--- config.mk ---
export PLATFORM = sky130hd
export DESIGN_NAME = matrix_mult_sequencer
export DESIGN_NICKNAME = d
export VERILOG_FILES = /design/src/rtl/matmul_pkg.sv /design/src/rtl/matmul_watchdog.sv /design/src/rtl/matrix_mult_sequencer.sv
export SDC_FILE = /design/constraint.sdc
export NUM_CORES = 1
export LEC_CHECK = 0
export CORE_AREA = 4 4 432 434
export DETAILED_ROUTE_END_ITERATION = 8
export DIE_AREA = 0 0 436 438
export GPL_ROUTABILITY_DRIVEN = 0
export RECOVER_POWER = 50
export SYNTH_ARGS = -nofsm -noshare
export SYNTH_HDL_FRONTEND = slang
export SYNTH_SLANG_ARGS = --single-unit
--- constraint.sdc ---
create_clock -name clk -period 2.2 [get_ports clk]
set_input_delay 0.33 -clock clk [delete_from_list [all_inputs] [get_ports clk]]
set_output_delay 0.33 -clock clk [all_outputs]
set_load 0.05 [all_outputs]
--- src/rtl/matmul_pkg.sv ---
//------------------------------------------------------------------------------
// Module  : matmul_pkg
// Purpose : Shared types and constants for the matrix-multiply sequencer:
//           data/address widths, default acknowledge timeout and the FSM
//           state enumeration (each transfer phase split into ISSUE/WAIT).
// Ports   : none (package)
// Rev     : 1.0 - initial release
//------------------------------------------------------------------------------
`default_nettype none

package matmul_pkg;

  localparam int DATA_W          = 256;
  localparam int ADDR_W          = 16;
  localparam int TIMEOUT_DEFAULT = 255;

  typedef enum logic [3:0] {
    S_IDLE     = 4'd0,
    S_RDA_ISS  = 4'd1,
    S_RDA_WAIT = 4'd2,
    S_LDA_ISS  = 4'd3,
    S_LDA_WAIT = 4'd4,
    S_RDB_ISS  = 4'd5,
    S_RDB_WAIT = 4'd6,
    S_LDB_ISS  = 4'd7,
    S_LDB_WAIT = 4'd8,
    S_RDC_ISS  = 4'd9,
    S_RDC_WAIT = 4'd10,
    S_WRC_ISS  = 4'd11,
    S_WRC_WAIT = 4'd12,
    S_DONE     = 4'd13,
    S_ERR      = 4'd14
  } state_e;

endpackage

`default_nettype wire

--- src/rtl/matmul_watchdog.sv ---
//------------------------------------------------------------------------------
// Module  : matmul_watchdog
// Purpose : Acknowledge watchdog. Cleared on every ISSUE cycle, counts WAIT
//           cycles; expired_o flags the TIMEOUT-th consecutive WAIT cycle so
//           the sequencer can abort at the end of it.
// Ports   : clk, nReset (sync, active-low), clear_i, count_i -> expired_o
// Rev     : 1.0 - initial release
//------------------------------------------------------------------------------
`default_nettype none

module matmul_watchdog
  import matmul_pkg::*;
#(
  parameter int TIMEOUT = TIMEOUT_DEFAULT
) (
  input  logic clk,
  input  logic nReset,
  input  logic clear_i,
  input  logic count_i,
  output logic expired_o
);

  // The counter holds "WAIT cycles already elapsed", so it only has to reach
  // TIMEOUT-1.
  localparam int                 CNT_W = (TIMEOUT < 2) ? 1 : $clog2(TIMEOUT);
  localparam logic [CNT_W-1:0]   LAST  = CNT_W'(TIMEOUT - 1);
  localparam logic [CNT_W-1:0]   ONE   = CNT_W'(1);

  logic [CNT_W-1:0] count_q, count_d;

  assign expired_o = count_i && (count_q == LAST);

  always_comb begin
    count_d = count_q;
    if (clear_i) begin
      count_d = '0;
    end else if (count_i && !expired_o) begin
      count_d = count_q + ONE;
    end
  end

  always_ff @(posedge clk) begin
    if (!nReset) begin
      count_q <= '0;
    end else begin
      count_q <= count_d;
    end
  end

endmodule

`default_nettype wire

--- src/rtl/matrix_mult_sequencer.sv ---
//------------------------------------------------------------------------------
// Module  : matrix_mult_sequencer
// Purpose : Sequences one matrix-multiply job: read A from memory, load it
//           into the engine, same for B, read the product C back from the
//           engine and write it to memory. One 256-bit buffer carries data
//           between the two sides. Each phase issues one strobe cycle and then
//           waits for its acknowledge, guarded by a watchdog.
// Ports   : clk, nReset (sync, active-low), start, srcAddrA/B, dstAddr
//           busy, done, error (status)
//           memEnable/memRW/memAddr/memDataOut/memDataIn/memFleg (memory)
//           multEnable/multRW/multMatDecide/multDataOut/multDataIn/multFleg
// Rev     : 1.0 - initial release
//------------------------------------------------------------------------------
`default_nettype none

module matrix_mult_sequencer
  import matmul_pkg::*;
#(
  parameter int TIMEOUT = TIMEOUT_DEFAULT
) (
  input  logic              clk,
  input  logic              nReset,
  input  logic              start,
  input  logic [ADDR_W-1:0] srcAddrA,
  input  logic [ADDR_W-1:0] srcAddrB,
  input  logic [ADDR_W-1:0] dstAddr,
  output logic              busy,
  output logic              done,
  output logic              error,
  output logic              memEnable,
  output logic              memRW,
  output logic [ADDR_W-1:0] memAddr,
  output logic [DATA_W-1:0] memDataOut,
  input  logic [DATA_W-1:0] memDataIn,
  input  logic              memFleg,
  output logic              multEnable,
  output logic              multRW,
  output logic              multMatDecide,
  output logic [DATA_W-1:0] multDataOut,
  input  logic [DATA_W-1:0] multDataIn,
  input  logic              multFleg
);

  state_e            state_q, state_d;
  logic [DATA_W-1:0] buf_q, buf_d;
  logic [ADDR_W-1:0] addr_a_q, addr_a_d, addr_b_q, addr_b_d, addr_c_q, addr_c_d;

  logic              mem_en, mem_rw, mult_en, mult_rw, mult_sel, done_s, error_s;
  logic [ADDR_W-1:0] mem_addr;
  logic              wd_clear, wd_count, wd_expired;

  matmul_watchdog #(.TIMEOUT(TIMEOUT)) u_watchdog (
    .clk      (clk),
    .nReset   (nReset),
    .clear_i  (wd_clear),
    .count_i  (wd_count),
    .expired_o(wd_expired)
  );

  always_comb begin
    state_d  = state_q;
    buf_d    = buf_q;
    addr_a_d = addr_a_q;
    addr_b_d = addr_b_q;
    addr_c_d = addr_c_q;
    mem_en   = 1'b0;
    mem_rw   = 1'b0;
    mem_addr = '0;
    mult_en  = 1'b0;
    mult_rw  = 1'b0;
    mult_sel = 1'b0;
    done_s   = 1'b0;
    error_s  = 1'b0;
    wd_clear = 1'b0;
    wd_count = 1'b0;

    case (state_q)
      S_IDLE: begin
        if (start) begin
          addr_a_d = srcAddrA;
          addr_b_d = srcAddrB;
          addr_c_d = dstAddr;
          state_d  = S_RDA_ISS;
        end
      end
      S_RDA_ISS: begin
        mem_en   = 1'b1;
        mem_addr = addr_a_q;
        wd_clear = 1'b1;
        state_d  = S_RDA_WAIT;
      end
      S_RDA_WAIT: begin
        wd_count = 1'b1;
        if (memFleg) begin
          buf_d   = memDataIn;
          state_d = S_LDA_ISS;
        end else if (wd_expired) begin
          state_d = S_ERR;
        end
      end
      S_LDA_ISS: begin
        mult_en  = 1'b1;
        mult_rw  = 1'b1;
        wd_clear = 1'b1;
        state_d  = S_LDA_WAIT;
      end
      S_LDA_WAIT: begin
        wd_count = 1'b1;
        if (multFleg) begin
          state_d = S_RDB_ISS;
        end else if (wd_expired) begin
          state_d = S_ERR;
        end
      end
      S_RDB_ISS: begin
        mem_en   = 1'b1;
        mem_addr = addr_b_q;
        wd_clear = 1'b1;
        state_d  = S_RDB_WAIT;
      end
      S_RDB_WAIT: begin
        wd_count = 1'b1;
        if (memFleg) begin
          buf_d   = memDataIn;
          state_d = S_LDB_ISS;
        end else if (wd_expired) begin
          state_d = S_ERR;
        end
      end
      S_LDB_ISS: begin
        mult_en  = 1'b1;
        mult_rw  = 1'b1;
        mult_sel = 1'b1;
        wd_clear = 1'b1;
        state_d  = S_LDB_WAIT;
      end
      S_LDB_WAIT: begin
        wd_count = 1'b1;
        if (multFleg) begin
          state_d = S_RDC_ISS;
        end else if (wd_expired) begin
          state_d = S_ERR;
        end
      end
      S_RDC_ISS: begin
        mult_en  = 1'b1;
        wd_clear = 1'b1;
        state_d  = S_RDC_WAIT;
      end
      S_RDC_WAIT: begin
        wd_count = 1'b1;
        if (multFleg) begin
          buf_d   = multDataIn;
          state_d = S_WRC_ISS;
        end else if (wd_expired) begin
          state_d = S_ERR;
        end
      end
      S_WRC_ISS: begin
        mem_en   = 1'b1;
        mem_rw   = 1'b1;
        mem_addr = addr_c_q;
        wd_clear = 1'b1;
        state_d  = S_WRC_WAIT;
      end
      S_WRC_WAIT: begin
        wd_count = 1'b1;
        if (memFleg) begin
          state_d = S_DONE;
        end else if (wd_expired) begin
          state_d = S_ERR;
        end
      end
      S_DONE: begin
        done_s  = 1'b1;
        state_d = S_IDLE;
      end
      S_ERR: begin
        error_s = 1'b1;
        state_d = S_IDLE;
      end
      default: state_d = S_IDLE;
    endcase
  end

  always_ff @(posedge clk) begin
    if (!nReset) begin
      state_q  <= S_IDLE;
      buf_q    <= '0;
      addr_a_q <= '0;
      addr_b_q <= '0;
      addr_c_q <= '0;
    end else begin
      state_q  <= state_d;
      buf_q    <= buf_d;
      addr_a_q <= addr_a_d;
      addr_b_q <= addr_b_d;
      addr_c_q <= addr_c_d;
    end
  end

  // Outputs are forced low while reset is held, so nothing leaks out of an
  // abandoned job before the reset edge arrives.
  assign busy          = nReset && (state_q != S_IDLE);
  assign done          = nReset && done_s;
  assign error         = nReset && error_s;
  assign memEnable     = nReset && mem_en;
  assign memRW         = nReset && mem_rw;
  assign memAddr       = nReset ? mem_addr : '0;
  assign memDataOut    = nReset ? buf_q : '0;
  assign multEnable    = nReset && mult_en;
  assign multRW        = nReset && mult_rw;
  assign multMatDecide = nReset && mult_sel;
  assign multDataOut   = nReset ? buf_q : '0;

endmodule

`default_nettype wire

==> metrics.txt, run 1 <==
largest net degree at the start of global routing between 100 and 150; core area ~0.18 mm2; Min-Delay Path Depth 3; pre-CTS setup slack -0.0719 ns; Arr. time, crit path 2.14 ns; Async SR Flop Fraction 0%; row count 157; Root Driver clkbuf_16; Non-Filler Instances 5374; Mapped Area about 0.018 mm2; Clock Path Buffers 3; Post-synth EDFFs 0; achievable frequency 0.406 GHz; Detail Route Antenna Nets 0; most common cell after layout, fill and taps aside clkdlybuf4s50_1; top post-synthesis cells by area dfxtp_1 36%, mux2i_1 15%, buf_4 11%; TritonRoute pass-1 iters 5; max incr delay on CP 0.36 ns; Vias 18900; Fin. Hold Viols 0; Routed WL 150000 um; Yosys top cell area share 35.7%; RSZ-0062 raised after global routing yes; CP max stage cell dfxtp_4; worst flop-to-flop path startpoint state_q[1]; Crit. path cell count 7; Crit Reg-Reg Endpoint buf_q[109]; # DRC 0; Seq/Total Area, Yosys 35.7%; Final period util 112%; Max-cap violations 0; CP required 1.87 ns; die width 436 um; DPL Wire Length 130000 um; Finished Cell Area 0.0354 mm2; initial drt markers 1319; area growth from synthesis to layout 100%; most frequent cells in the layout 563 x clkdlybuf4s50_1, 388 x buf_12, 312 x dfxtp_1, 263 x nor2_1, 257 x mux2i_1; Syn. warnings 0; antenna violations before repair approximately 110; Yosys reg bits 316; Setup crit end kind output pin; Final Skew 0.0184 ns; Post-Synthesis Cells 2059; die area 0.191 mm2; H-tree depth 2; per-cell routed wire length 27.9 um; CTS tree built; PortBufs 1100; Power Total 21.5 mW; failing checks negative setup slack; critical path type flip-flop to output pin; Worst-Skew Late Latency 0.65 ns; reg2reg path depth 11; syn nets 2626; Mean Syn Cell Area 8.60 um2; Inserted Clock Buffers 46; Top FF cell, synth dfxtp_1; Congestion Overflow GR 0; cell area after placement 0.0357 mm2; via/cell ratio 3.51; Die Span Y 438 um; Slew headroom 44.8%; Worst Hold Launch nReset; Placed Cells incl. Taps ~5200; r2r setup slk 0.12 ns; Worst-path clk slew 0.06 ns; global-route wire length before repair between 150000 and 200000 um; largest area contributor in the netlist dfxtp_1; gr usage total 14.8%; initial cell density of the core 9.69%; Final min period 2.47 ns; Worst Tran Pin Value approximately 0.83 ns; CP Max Fanout 8; final setup fails 41; Leakage 12.5 nW; vias in the first global route 18600; worst path bufs/invs 3; final setup margin -0.266 ns; hold endpoint u_watchdog.count_q[0]; CP top delay family simple AND/OR/NAND/NOR gates; Final nets 3502; CTS sink count between 300 and 400; cell repeated most along the worst path buf_12; PD cells 607 mW/mm2; startpoint types flip-flop; Netlist cell types 53; VDD IR max 0.000461 V; status complete, but fails checks; io pins 1101; fin. max-slew vios 0; CP cell instances nand2b_4 -> buf_4 -> nor2_4 -> buf_12 -> a222oi_1 -> nor2_2 -> buf_12; share of cells above drive strength 1 around a quarter; worst hold path type primary input to flip-flop
layout make-up:
cell class              instances  area [um2]
inverters                       7        37.5
clock inverters                21         221
clock buffers                  63        1320
repair buffers               1255       15700
flip-flops and latches        316        6340
multi-input cells            1309        8760
well taps                    2385        2980
diodes                         18        45.0
fillers                     20000      147000
worst min-delay path: stages:
cell and delay (ns):
buf_6 0.13, nand2b_1 0.26, a21oi_1 0.06
logic make-up (layout without fill, tap and decap cells):
group	Yosys count	count (layout)	synth area share (%)
compound gates	361	361	14.7
buf+inv	436	1346	15.9
simple gates	685	687	18.9
flops	316	316	35.7
other cells	0	18	0
fa+ha+maj	2	2	0.141
mux	259	259	14.7
metal layers:
metal  up-vias  part of all wire, %  global-route usage [%]
met2       976                   46                    24.2
met3       266                   13                    8.23
met1      8897                   38                    16.7
li1       8678                    -                       -
met5         -                 0.28                       0
met4        68                  3.4                    3.87
cells in the mapped netlist (2+ instances only):
library cell / n
nor2_1: 283
buf_4: 267
mux2_2: 2
nand2_1: 101
inv_1: 7
clkbuf_1: 80
dfxtp_1: 316
and2_1: 257
a222oi_1: 16
nor4_1: 3
or3_1: 3
or4_1: 4
o21ai_0: 5
a211oi_1: 256
nand3_1: 6
buf_2: 64
mux2i_1: 257
and3_1: 2
or2_2: 2
nor3_1: 3
ha_1: 2
nand2b_1: 11
a22oi_1: 2
o221ai_1: 2
buf_6: 7
o211ai_1: 3
o31ai_1: 3
a21oi_1: 61
clkbuf_4: 10
state kept, by name, summed over array words and instances (netlist names):
register	cells
addr_b_q	16
state_q	4
buf_q	256
addr_c_q	16
u_watchdog.count_q	8
addr_a_q	16
metrics by stage:
step	setup TNS (ns)	utilization (%)	hold WS, ns
after global placement	-0.257	19.6	0.444
after CTS	-5.53	20.6	0.0955
after floorplan	-2.32	-	0.436
final	-3.45	19.4	0.203
after detailed placement	-1.59	19.6	0.447
after global routing	-8.70	19.4	0.150
worst max-delay path by stage:
stage	startpoint	end	slack (ns)
floorplan	state_q[0]	memAddr[10]	-0.21
global placement	memFleg	buf_q[41]	-0.03
detailed placement	memFleg	buf_q[29]	-0.07
CTS	state_q[3]	memAddr[15]	-0.34
global route	state_q[2]	memAddr[1]	-0.35
finish	state_q[2]	memAddr[15]	-0.27
what timing repair did:
| action | in CTS | in global routing |
|---|---|---|
| gates cloned | 2 | 4 |
| hold buffers | 0 | 0 |
| buffers inserted | 15 | 11 |
| pin swaps | 16 | 13 |
| resized for setup | 50 | 17 |
| setup endpoints to repair | 24 | 60 |
report_power, final:
group | switching (mW) | internal [mW] | total (mW) | leakage, nW
clock network | 3.26 | 4.56 | 7.82 | 0.756
registers | 0.263 | 6.25 | 6.51 | 2.57
logic | 4.04 | 3.12 | 7.16 | 9.17
total | 7.56 | 13.9 | 21.5 | 12.5
No activity file was read; power rests on OpenSTA's default activity.
==> run 2, diff against run 1 <==
--- a/config.mk
+++ b/config.mk
@@ -5,11 +5,15 @@
 export SDC_FILE = /design/constraint.sdc
 export NUM_CORES = 1
 export LEC_CHECK = 0
-export CORE_AREA = 4 4 432 434
+export CELL_PAD_IN_SITES_DETAIL_PLACEMENT = 2
+export CELL_PAD_IN_SITES_GLOBAL_PLACEMENT = 2
+export CORE_AREA = 4 4 433 435
 export DETAILED_ROUTE_END_ITERATION = 8
-export DIE_AREA = 0 0 436 438
+export DIE_AREA = 0 0 437 439
 export GPL_ROUTABILITY_DRIVEN = 0
+export PLACE_DENSITY_LB_ADDON = 0.1
 export RECOVER_POWER = 50
 export SYNTH_ARGS = -nofsm -noshare
 export SYNTH_HDL_FRONTEND = slang
+export SYNTH_HIERARCHICAL = 1
 export SYNTH_SLANG_ARGS = --single-unit
==> metrics.txt, run 2 <==
Switching Fraction 31.9% (-3.3 points); PortBufs 1100 (unchanged); gr usage total 13.6% (-1.3 points); Netlist cell types 50 (-5.7%); Inserted Clock Buffers 48 (+4.3%); Clock power frac 39.6% (+3.2 points); global-route wire length before repair 188000 um (about the same); Seq/Total Area, Yosys 33.6% (-2.2 points); Mapped Area 0.0189 mm2 (+6.4%); VDD IR max 0.000382 V (-17%); Pint 13.3 mW (-4.2%); Fin. Hold Viols 0 (unchanged); Yosys top cell area share 33.6% (-2.2 points); via/cell ratio 3.58 (+1.8%); per-cell routed wire length 24.9 um (-11%); Post-synth EDFFs 0 (unchanged); Final nets 3577 (+2.1%); largest area contributor in the netlist dfxtp_1; Final Skew 0.0236 ns (+0.00517 ns); final setup fails 93 (+130%); most frequent cells in the layout 562 x clkdlybuf4s50_1, 435 x buf_12, 312 x dfxtp_1, 261 x nor2_1, 254 x a221oi_1; Top FF cell, synth dfxtp_1; RSZ-0062 raised after global routing yes; critical path type flip-flop to output pin; row count 157 (unchanged); Syn. warnings 6 (+6); io pins 1101 (unchanged); core area 0.183 mm2 (+0.22%); CP required 1.87 ns (about the same); vias in the first global route 22400 (+20%); achievable frequency 0.410 GHz (+1.1%); Non-Filler Instances 5510 (+2.5%); Clock Path Buffers 3 (unchanged); die width 437 um (+0.23%); Routed WL 137000 um (-8.3%); Final period util 111% (-1.2 points); fin. max-slew vios 0 (unchanged); Congestion Overflow GR 0 (unchanged); setup TNS after final layout -6.08 ns (-2.64 ns); PD cells 517 mW/mm2 (-15%); Setup crit end kind output pin; worst hold path type primary input to flip-flop; Flop pwr share 32.0% (+1.7 points); CP Max Fanout 9 (+1); CP top delay family buffers and inverters; Post-Synthesis Cells 2128 (+3.4%); Worst Tran Pin Value 0.725 ns (-0.103 ns); Top reg by flops buf_q; Placed Cells incl. Taps 5389 (+2.7%); TritonRoute pass-1 iters 4 (-1); DPL Wire Length 112000 um (-14%); sequential cell area 0.00634 mm2 (about the same); multi-input logic area 0.0101 mm2 (+15%); Fillers 20400 (+2.0%); failing checks negative setup slack; CP max stage cell dfxtp_4; Yosys reg bits 316 (unchanged); worst path bufs/invs 4 (+1); commonest cells in the synthesized netlist 316 x dfxtp_1, 266 x nor2_1, 260 x mux2i_1; top post-synthesis cells by area dfxtp_1 34%, mux2i_1 14%, a221oi_1 12%; Arr. time, crit path 2.11 ns (-0.03 ns); Root Driver clkbuf_16; Power Total 19.6 mW (-8.8%); # DRC 0 (unchanged); Worst-Skew Late Latency 0.62 ns (-0.03 ns); largest net degree at the start of global routing 79 (-23%); Final min period 2.44 ns (-0.0261 ns); initial cell density of the core 10.3% (+0.60 points); H-tree depth 2 (unchanged); Max-cap violations 0 (unchanged); die area 0.192 mm2 (+0.46%); startpoint types flip-flop; Mean Syn Cell Area 8.86 um2 (+3.0%); syn nets 2695 (+2.6%); CP cell instances buf_12 -> nor4bb_4 -> buf_6 -> buf_12 -> nand2_4 -> a21oi_4 -> buf_8; Comb power frac 28.3% (-5.0 points); most frequent cell after synthesis dfxtp_1; share of cells above drive strength 1 28.8% (+2.5 points); most common cell after layout, fill and taps aside clkdlybuf4s50_1; initial drt markers 625 (-53%); Die Span Y 439 um (+0.23%); area growth from synthesis to layout 101%; max incr delay on CP 0.35 ns (about the same); Leakage 13.8 nW (+10%); Slew headroom 51.6% (+6.8 points); CTS tree built; Async SR Flop Fraction 0% (unchanged); cts hold-fix bufs 0 (unchanged); fin util 20.7% (+1.3 points); Detail Route Antenna Nets 0 (unchanged); Worst-path clk slew 0.06 ns (about the same); Switch Pwr 6.25 mW (-17%); CTS sink count 316 (unchanged); cell repeated most along the worst path buf_12; status complete, but fails checks; Largest register FFs 256 (unchanged); final setup margin -0.240 ns (+0.0261 ns); Vias 19700 (+4.4%); antenna violations before repair 6 (-95%)
-- run 2: cell count changes after synthesis, sizes merged, moves of 42 or more --
cell / previous run / this run
a211oi: 256 / 4
a21boi: 1 / 49
a221oi: 0 / 256
and3: 2 / 62
clkbuf: 90 / 132
nand2: 101 / 21
o21a: 1 / 48
-- run 2: power groups by stage --
stage,Sequential (mW),Clock (mW),Combinational (mW)
finish,6.28,7.77,5.55
global route,6.32,8.45,5.90
detailed placement,6.40,0,5.68
global placement,6.38,0,5.62
CTS,6.28,8.27,5.90
floorplan,6.31,0,2.49
-- run 2: logic make-up after synthesis --
| kind of cell | after synthesis | share of synthesized area [%] |
|---|---|---|
| multiplexers | 264 | 14.0 |
| flip-flops | 316 | 33.6 |
| AND/OR/NAND/NOR | 661 | 18.5 |
| AO/OA/AOI/OAI | 408 | 17.5 |
| adder cells (fa/ha/maj) | 2 | 0.133 |
| buffers and inverters | 475 | 16.2 |
| XOR/XNOR | 2 | 0.0929 |
-- run 2: routing by layer --
metal  global-route usage [%]  routed length (um)  share of wire [%]
met5                        0                  13             0.0095
met4                     3.15                3020                2.2
met3                     2.95                6810                5.0
met2                     26.0               73800                 54
met1                     15.2               53800                 39
-- run 2: repair_timing --
item,in CTS,in global routing
cloned,3,0
endpoints found under the setup margin,43,76
pin swaps,23,9
gates resized for setup,142,37
setup buffers,23,11
-- run 2: layout make-up --
cell class	instances	area share, %
clock buffers	68	3.66
inverters	4	0.0726
flip-flops and latches	316	16.7
multi-input cells	1337	26.5
well taps	2464	8.14
clock inverters	13	0.400
diodes	5	0.0330
repair buffers	1303	44.4
-- run 2: worst paths after layout --
check	startpoint	end	slack (ns)	cells past startpoint
setup / recovery	state_q[3]	memAddr[14]	-0.24	7
hold / removal	memDataIn[96]	buf_q[96]	0.38	3
setup reg to reg	state_q[2]	buf_q[45]	0.02	8
hold reg to reg	u_watchdog/count_q[4]	u_watchdog/count_q[4]	0.50	2
-- run 2: through the flow --
stage	cell area [um2]	setup WS (ns)	hold WS, ns
after floorplan	18900	-0.273	0.449
after detailed placement	37000	-0.233	0.504
final	37900	-0.240	0.375
after CTS	39500	-0.336	0.271
after global routing	37900	-0.341	0.316
after global placement	37000	-0.205	0.467
-- run 2: worst reg2reg max path, cell delays in order (launching register included) --
cell      delay [ns]
dfxtp_4         0.37
buf_6           0.13
buf_12          0.13
clkbuf_1        0.18
nand3b_1        0.25
a21oi_4         0.22
buf_12          0.21
buf_4           0.36
a221oi_1        0.20
==> run 3, diff against run 2 <==
--- a/config.mk
+++ b/config.mk
@@ -7,9 +7,9 @@
 export LEC_CHECK = 0
 export CELL_PAD_IN_SITES_DETAIL_PLACEMENT = 2
 export CELL_PAD_IN_SITES_GLOBAL_PLACEMENT = 2
-export CORE_AREA = 4 4 433 435
+export CORE_AREA = 2 2 431 433
 export DETAILED_ROUTE_END_ITERATION = 8
-export DIE_AREA = 0 0 437 439
+export DIE_AREA = 0 0 433 435
 export GPL_ROUTABILITY_DRIVEN = 0
 export PLACE_DENSITY_LB_ADDON = 0.1
 export RECOVER_POWER = 50
==> metrics.txt, run 3 (synthesis gave the netlist of run 2 again) <==
Leakage 14.0 nW (+1.5%); DPL Wire Length 107000 um (-4.0%); Crit Reg-Reg Endpoint u_watchdog/count_q[7]; Switch Pwr 6.30 mW (+0.77%); TritonRoute pass-1 iters 4 (unchanged); PD cells 505 mW/mm2 (-2.3%); cts hold-fix bufs 0 (unchanged); reg2reg path depth 9 (+1); Final nets 3575 (-0.056%); initial drt markers 707 (+13%); VDD IR max 0.000436 V (+14%); Setup crit end kind output pin; PortBufs 1100 (unchanged); area growth from synthesis to layout 108%; Arr. time, crit path 2.12 ns (about the same); Slew headroom 35.1% (-17 points); Root Driver clkbuf_16; share of cells above drive strength 1 28.6% (-0.15 points); worst flop-to-flop path startpoint state_q[1]; failing checks negative setup slack; Final min period 2.45 ns (+0.00962 ns); cell area after placement 0.0369 mm2 (-0.32%); critical path type flip-flop to output pin; RSZ-0062 raised after global routing yes; Min-Delay Path Depth 3 (unchanged); diodes inserted 0 (-5); row count 158 (+0.64%); Detail Route Antenna Nets 0 (unchanged); startpoint types flip-flop; worst hold path type primary input to flip-flop; Fillers 20300 (-0.55%); Worst Tran Pin Value 0.973 ns (+0.248 ns); most frequent cells in the layout 562 x clkdlybuf4s50_1, 524 x buf_12, 312 x dfxtp_1, 259 x nor2_1, 256 x mux2i_1; Congestion Overflow GR 0 (unchanged); CP Max Fanout 9 (unchanged); H-tree depth 2 (unchanged); Clock power frac 38.6% (-1.0 points); die area 0.188 mm2 (-1.8%); Switching Fraction 31.8% (-0.053 points); per-cell routed wire length 24.4 um (-2.3%); Power Total 19.8 mW (+0.93%); via/cell ratio 3.57 (-0.19%); hold endpoint buf_q[4]; Non-Filler Instances 5523 (+0.24%); core area 0.184 mm2 (+0.53%); initial cell density of the core 10.2% (-0.054 points); # DRC 0 (unchanged); Final Skew 0.0392 ns (+0.0156 ns); Worst-path clk slew 0.06 ns (about the same); Finished Cell Area 0.0392 mm2 (+3.4%); Largest register FFs 256 (unchanged); pre-CTS setup slack -0.212 ns (+0.0212 ns); CP required 1.87 ns (about the same); Die Span Y 435 um (-0.91%); CTS sink count 316 (unchanged); final setup margin -0.249 ns (-0.00962 ns); Fin. Hold Viols 0 (unchanged); Pint 13.5 mW (+1.0%); vias in the first global route 22300 (-0.32%); Top reg by flops buf_q; achievable frequency 0.408 GHz (-0.39%); Flop pwr share 31.8% (-0.2 points); io pins 1101 (unchanged); Final period util 111% (+0.44 points); status complete, but fails checks; Max-cap violations 0 (unchanged); antenna violations before repair 14 (+8); fin. max-slew vios 0 (unchanged); largest net degree at the start of global routing 84 (+6.3%); die width 433 um (-0.92%); Worst Hold Launch multDataIn[4]; CTS tree built; Clock Path Buffers 3 (unchanged); Comb power frac 29.6% (+1.3 points); Inserted Clock Buffers 48 (unchanged); Routed WL 135000 um (-2.0%); most common cell after layout, fill and taps aside clkdlybuf4s50_1; Worst-Skew Late Latency 0.62 ns (about the same); gr usage total 13.6% (+0.063 points); final setup fails 128 (+38%); hold_ws 0.389 ns (+0.0141 ns); Vias 19700 (+0.041%); global-route wire length before repair 183000 um (-2.5%); r2r setup slk 0.02 ns (about the same); Placed Cells incl. Taps 5400 (+0.20%)
-- run 3: cell types whose count changed in the layout (fill, tap and decap cells not counted), moves of 7 or more --
cell	change
mux2i_2	-13
clkbuf_16	+8
mux2i_1	+25
buf_16	+7
clkbuf_2	-85
and2_1	+95
buf_8	-13
and2_0	-94
mux2i_4	-12
buf_12	+89
dlymetal6s2s_1	-11
-- run 3: metrics by stage --
stage,utilization (%),setup TNS (ns)
after global routing,21.3,-66.27
after global placement,20.1,-1.33
after detailed placement,20.1,-6.31
final,21.3,-7.95
after floorplan,-,-3.32
after CTS,21.3,-6.23
-- run 3: layer usage --
layer,routed length [um],global-route usage (%)
met2,73000,26.4
met1,52300,15.3
met5,122,0
met4,2340,2.28
met3,6760,2.71
-- run 3: cell type report --
type                       count  area (um2)  area share, %
multi-input combinational   1337        9930           25.4
timing repair buffer        1301       18300           46.6
clock inverter                 9        68.8          0.176
inverter                       4        22.5         0.0575
tap                         2480        3100           7.92
sequential                   316        6340           16.2
clock buffer                  76        1450           3.70
-- run 3: critical path, cell delays in order, from the launching register on --
cell	delay (ns)
dfxtp_4	0.37
buf_12	0.15
buf_16	0.14
nor2_4	0.15
o21bai_4	0.11
buf_12	0.16
buf_6	0.12
a21oi_4	0.12
buf_6	0.18
-- run 3: timing repair --
action / 4_1_cts / 5_1_grt
gates resized for setup: 117 / 50
setup endpoints to repair: 48 / 124
buffers inserted: 18 / 7
pin swaps: 23 / 16
gates cloned: 7 / 7
-- run 3: how the worst max path moves through the flow --
stage / slack [ns] / from / end
final: -0.25 / state_q[1] / memAddr[12]
after global routing: -0.37 / state_q[3] / memAddr[11]
after CTS: -0.34 / state_q[1] / memAddr[1]
after detailed placement: -0.21 / state_q[0] / buf_q[78]
after global placement: -0.23 / state_q[0] / buf_q[78]
after floorplan: -0.27 / state_q[3] / memAddr[10]
-- run 3: power groups by stage --
stage	sequential [mW]	combinational, mW	clock, mW
after floorplan	6.31	2.49	0
after global placement	6.39	5.53	0
after detailed placement	6.40	5.59	0
after CTS	6.29	5.90	8.07
after global routing	6.34	6.22	8.24
final	6.28	5.86	7.63
